`src/rtl/pipe_scroller.sv`:
```
// pipe_scroller: frame-rate pipe generator/scroller with LFSR gap heights and pass scoring
module pipe_scroller #(
  parameter int TICK_DIV     = 833333,
  parameter int SCREEN_W     = 160,
  parameter int PIPE_SPACING = 54,
  parameter int GAP_H        = 30,
  parameter int Y_MIN        = 5,
  parameter int Y_MAX        = 85,
  parameter int BOX_X        = 4,
  parameter logic [7:0] LFSR_SEED = 8'hA5
) (
  input  logic       CLOCK_50,
  input  logic       reset,
  input  logic       enable,
  output logic [8:0] pipe_x1,
  output logic [6:0] pipe_y1,
  output logic [8:0] pipe_x2,
  output logic [6:0] pipe_y2,
  output logic [8:0] pipe_x3,
  output logic [6:0] pipe_y3,
  output logic       frame_tick,
  output logic       pass_pulse,
  output logic [7:0] score
);
  localparam int DW      = $clog2(TICK_DIV);
  localparam int Y_RANGE = Y_MAX - Y_MIN + 1;
  localparam int RESPAWN = 3 * PIPE_SPACING - 1;
  logic [DW-1:0] div_q, div_d;
  logic [7:0] lfsr_q, lfsr_d, score_q, score_d;
  logic [8:0] x_q [3];
  logic [8:0] x_d [3];
  logic [6:0] y_q [3];
  logic [6:0] y_d [3];
  logic       ft_q, ft_d, pp_q, pp_d, tick, hit;
  logic [6:0] r;
  always_comb begin
    tick    = enable && div_q == DW'(TICK_DIV - 1);
    div_d   = !enable ? div_q : tick ? '0 : div_q + DW'(1);
    lfsr_d  = lfsr_q == 8'h00 ? 8'h01 : {lfsr_q[6:0], lfsr_q[7] ^ lfsr_q[5] ^ lfsr_q[4] ^ lfsr_q[3]};
    r       = lfsr_q[6:0] < 7'(Y_RANGE) ? lfsr_q[6:0] : lfsr_q[6:0] - 7'(Y_RANGE);
    hit     = 1'b0;
    for (int k = 0; k < 3; k++) begin
      hit    = hit | (x_q[k] == 9'(BOX_X));
      x_d[k] = !tick ? x_q[k] : x_q[k] == 9'd0 ? 9'(RESPAWN) : x_q[k] - 9'd1;
      y_d[k] = (tick && x_q[k] == 9'd0) ? 7'(Y_MIN) + r : y_q[k];
    end
    ft_d    = tick;
    pp_d    = tick && hit;
    score_d = (pp_d && score_q != 8'hFF) ? score_q + 8'd1 : score_q;
  end
  always_ff @(posedge CLOCK_50) begin
    if (reset) begin
      div_q   <= '0;
      lfsr_q  <= LFSR_SEED;
      x_q[0]  <= 9'(SCREEN_W);
      x_q[1]  <= 9'(SCREEN_W + PIPE_SPACING);
      x_q[2]  <= 9'(SCREEN_W + 2 * PIPE_SPACING);
      y_q[0]  <= 7'd25;
      y_q[1]  <= 7'd45;
      y_q[2]  <= 7'd65;
      ft_q    <= 1'b0;
      pp_q    <= 1'b0;
      score_q <= 8'd0;
    end else begin
      div_q   <= div_d;
      lfsr_q  <= lfsr_d;
      x_q     <= x_d;
      y_q     <= y_d;
      ft_q    <= ft_d;
      pp_q    <= pp_d;
      score_q <= score_d;
    end
  end
  assign pipe_x1    = x_q[0];
  assign pipe_x2    = x_q[1];
  assign pipe_x3    = x_q[2];
  assign pipe_y1    = y_q[0];
  assign pipe_y2    = y_q[1];
  assign pipe_y3    = y_q[2];
  assign frame_tick = ft_q;
  assign pass_pulse = pp_q;
  assign score      = score_q;
endmodule
```
`config.mk`:
```
export PLATFORM = sky130hd
export DESIGN_NAME = pipe_scroller
export DESIGN_NICKNAME = d
export VERILOG_FILES = /design/src/rtl/pipe_scroller.sv
export SDC_FILE = /design/constraint.sdc
export NUM_CORES = 1
export LEC_CHECK = 0
export BUFFER_PORTS_ARGS = -buffer_cell sky130_fd_sc_hd__buf_2
export CAP_MARGIN = 20
export CORE_MARGIN = 10
export CORE_UTILIZATION = 57
export CTS_CLUSTER_DIAMETER = 30
export DETAILED_ROUTE_END_ITERATION = 7
export PLACE_DENSITY_LB_ADDON = 0.12
export SETUP_SLACK_MARGIN = 0.3
export SYNTH_ARGS = -nofsm -noshare
export SYNTH_HDL_FRONTEND = slang
export SYNTH_SLANG_ARGS = --single-unit
export TNS_END_PERCENT = 30
```
`constraint.sdc`:
```
create_clock -name CLOCK_50 -period 3.5 [get_ports CLOCK_50]
set_input_delay 0.7 -clock CLOCK_50 [delete_from_list [all_inputs] [get_ports CLOCK_50]]
set_output_delay 0.7 -clock CLOCK_50 [all_outputs]
set_load 0.03 [all_outputs]
```
==> impl_metrics.csv <==
group,metric,value,unit
placed_design,dpl.hpwl,7.194,mm
sta,whs,460.6,ps
logic_synthesis,synth_nets,498,
logic_synthesis,synth_edf_count,0,
global_route,grt_pass1_vias,3432,
logic_synthesis,ys_seq_area_share,42.63,%
cells_and_area,fin_area,0.004659,sq mm
die,core,0.006832,sq mm
critical_path,cp_slowest_cell,"o41a_1",
die,rows,30,
sta,rsz0062_at_grt,"false",
power,peakVddDrop,0.2394,mV
detailed_routing,num_vias,3652,
power,leakagePower,0.001792,uW
global_route,use_met2,28.60,%
power,power,1971,uW
global_route,grt_antenna_before_repair,0,
detailed_routing,route.detailed.drc,0,
placed_design,placed_area,0.004414,sq mm
clock_tree,clockBufferDepth,2,
cells_and_area,fin_nets,552,
logic_synthesis,ys_ff_latch,86,
die,die_width,104.2,um
logic_synthesis,yosysMostFrequentCell,"dfxtp_1",
detailed_routing,dr.pass1.iters,5,
sta,finalClockSkew,12.08,ps
clock_tree,cts_setup_buffers,0,
cells_and_area,num-fill-cells,606,
placed_design,pre_cts_ws,725.1,ps
critical_path,cpPeakStageDelay,480,ps
logic_synthesis,synth_area_leaders,"dfxtp_1 43%, nor2_1 6.8%, xnor2_1 4.1%",
logic_synthesis,avgSynthCellArea,8.345,sq um
cells_and_area,diodes,0,
job,drv_cap,0,
clock_tree,cts_tree,"done",
die,initial_core_util,59.12,%
clock_tree,postCtsHoldBufs,0,
logic_synthesis,netlist-cell-type-count,48,
sta,fin_ws,762.7,ps
global_route,grt_max_degree,52,
logic_synthesis,syn_inst,484,
worst_hold_path,hold_path_class,"reg -> reg",
run_status,run_status,"complete, no violations",
critical_path,critPathBufInv,0,
global_route,grt_usage,17.34,%
critical_path,path_cells,"o41a_1 -> o21ai_0 -> xnor2_1 -> ha_1 -> nor2_1 -> mux2i_1 -> o21ai_0 -> xnor2_1 -> mux2i_1 -> nor2_1",
detailed_routing,ant_nets,0,
die,die_area,0.01085,sq mm
die,num_io_pins,61,
placed_design,gp_congestion,0.8670,
placed_design,io_buffers,60,
logic_synthesis,async_reset_ff_share,0,%
sta,period_needed,2737,ps
clock_tree,cts-htree-levels,3,
critical_path,path_class,"reg -> reg",
clock_tree,clock_latency,370,ps
detailed_routing,first_iter_violations,149,
logic_synthesis,synthTopCellsByCount,"86 x dfxtp_1, 73 x nor2_1, 35 x nand2_1, 24 x a21oi_1, 22 x nand3_1",
global_route,grt_util_met1,21.36,%
critical_path,required,3790,ps
critical_path,cp-start-kind,"flip-flop",
sta,worst-slew-pin-transition,914.7,ps
detailed_routing,wl_per_cell,15.42,um
logic_synthesis,synth_top_flop_cell,"dfxtp_1",
critical_path,crit_family,"compound AO/OA/AOI/OAI gates",
sta,hold_violations,0,
critical_path,crit_path_end_kind,"flip-flop",
sta,max_freq,0.3653,GHz
logic_synthesis,yosys.area.top_type,"dfxtp_1",
logic_synthesis,synth_top_area_share,42.63,%
cells_and_area,drive_above_1_share,16.21,%
clock_tree,numCtsBuffers,9,
global_route,grt.overflow.total,0,
sta,fin_crit_sh,78.21,%
cells_and_area,synthToLayoutAreaGrowth,15.37,%
global_route,grt_pass1_wl,16.13,mm
global_route,met3_usage,4.337,%
clock_tree,clkTransAtPathRegs,90,ps
critical_path,arrival,3030,ps
power,p_per_area,423.1,mW/mm^2
sta,slew_violations,0,
detailed_routing,avgViaCountPerCell,5.715,
clock_tree,numClockSinks,86,
die,fp.dieH,104.2,um
cells_and_area,seqCellArea,0.001722,sq mm
logic_synthesis,yosysWarnings,0,
cells_and_area,multiInputGateArea,0.002190,sq mm
sta,finalSetupViolCount,0,
logic_synthesis,syn_area,0.004039,sq mm
sta,tns,0,ps
clock_tree,cts-root-buf,"clkbuf_8",
sta,max_slew_margin,38.55,%
global_route,busiest_layer,"met2",
detailed_routing,drt-total-wl,9.855,mm
critical_path,critical_path.max_fanout,9,
clock_tree,post_cts_resized,0,
power breakdown:
part / internal [uW] / switching [uW] / leakage [uW]
Combinational: 45.6 / 73.8 / 0.000972
Sequential: 988 / 21.9 / 0.000696
Clock: 477 / 365 / 0.000124
Total: 1510 / 460 / 0.00179
path summary, 6_finish.rpt:
path / to / startpoint / slack [ps] / cells past startpoint
setup / recovery: pipe_y3[4]$_SDFFE_PP0P_ / lfsr_q[0]$_SDFF_PP1_ / 760 / 10
hold / removal: pipe_y3[2]$_SDFFE_PP0P_ / pipe_y3[2]$_SDFFE_PP0P_ / 460 / 2
setup reg to reg: pipe_y3[4]$_SDFFE_PP0P_ / lfsr_q[0]$_SDFF_PP1_ / 760 / 10
hold reg to reg: pipe_y3[2]$_SDFFE_PP0P_ / pipe_y3[2]$_SDFFE_PP0P_ / 460 / 2
registers in the layout (all words and copies together) (netlist names):
name and cells:
div_q 20, frame_tick 1, lfsr_q 8, pass_pulse 1, pipe_x1 9, pipe_x2 9
pipe_x3 9, pipe_y1 7, pipe_y2 7, pipe_y3 7, score 8
layout by cell type, fill, tap and decap left out, types with 5 or more instances in the layout:
master,Yosys,layout
o21ai_0,20,20
buf_2,2,60
nor2_1,73,73
ha_1,11,11
or3_1,10,10
nor3_1,20,19
clkbuf_8,0,9
inv_1,16,16
nand3_1,22,22
a22o_1,6,6
xor2_1,19,19
xnor2_1,19,19
and2_1,5,5
dfxtp_1,86,86
mux2i_1,6,6
nor2b_1,10,10
a21oi_1,24,24
nand2_1,35,35
a211oi_1,5,5
and3_1,8,8
nor4_1,8,7
nand4_1,13,13
a211o_1,7,7
final cells by class:
class / count / share of cell area [%]
multi-input cells: 362 / 46.99
clock inverters: 7 / 2.605
well taps: 96 / 2.578
flip-flops and latches: 86 / 36.95
clock buffers: 9 / 2.658
inverters: 16 / 1.289
repair buffers: 63 / 6.928
through the flow:
stage / instances / utilization, %
after floorplan: 484 / -
after detailed placement: 623 / 64.62
after global placement: 623 / 64.62
after CTS: 639 / 68.21
after global routing: 639 / 68.21
final: 639 / 68.21
cells by family (layout without fill, tap and decap cells):
kind of cell / count (synthesis) / count (layout) / synth area share, %
mux: 6 / 6 / 1.487
buf+inv: 36 / 95 / 3.439
xor+xnor: 38 / 38 / 8.240
compound gates: 80 / 80 / 12.79
flops: 86 / 86 / 42.63
simple gates: 227 / 227 / 28.01
fa+ha+maj: 11 / 11 / 3.408
worst reg2reg max path, stage by stage, from the launching register on:
cell,delay [ps]
dfxtp_1,400
o41a_1,480
o21ai_0,310
xnor2_1,270
ha_1,270
nor2_1,60
mux2i_1,160
o21ai_0,150
xnor2_1,340
mux2i_1,130
nor2_1,100
per-layer routing:
layer	vias to the layer above	share of wire [%]	wire length (um)
li1	1806	-	-
met1	1710	46	4493
met2	115	47	4593
met3	21	5.9	579
met4	0	1.9	188
met5	-	0	0
(Power assumes the default switching activity.)
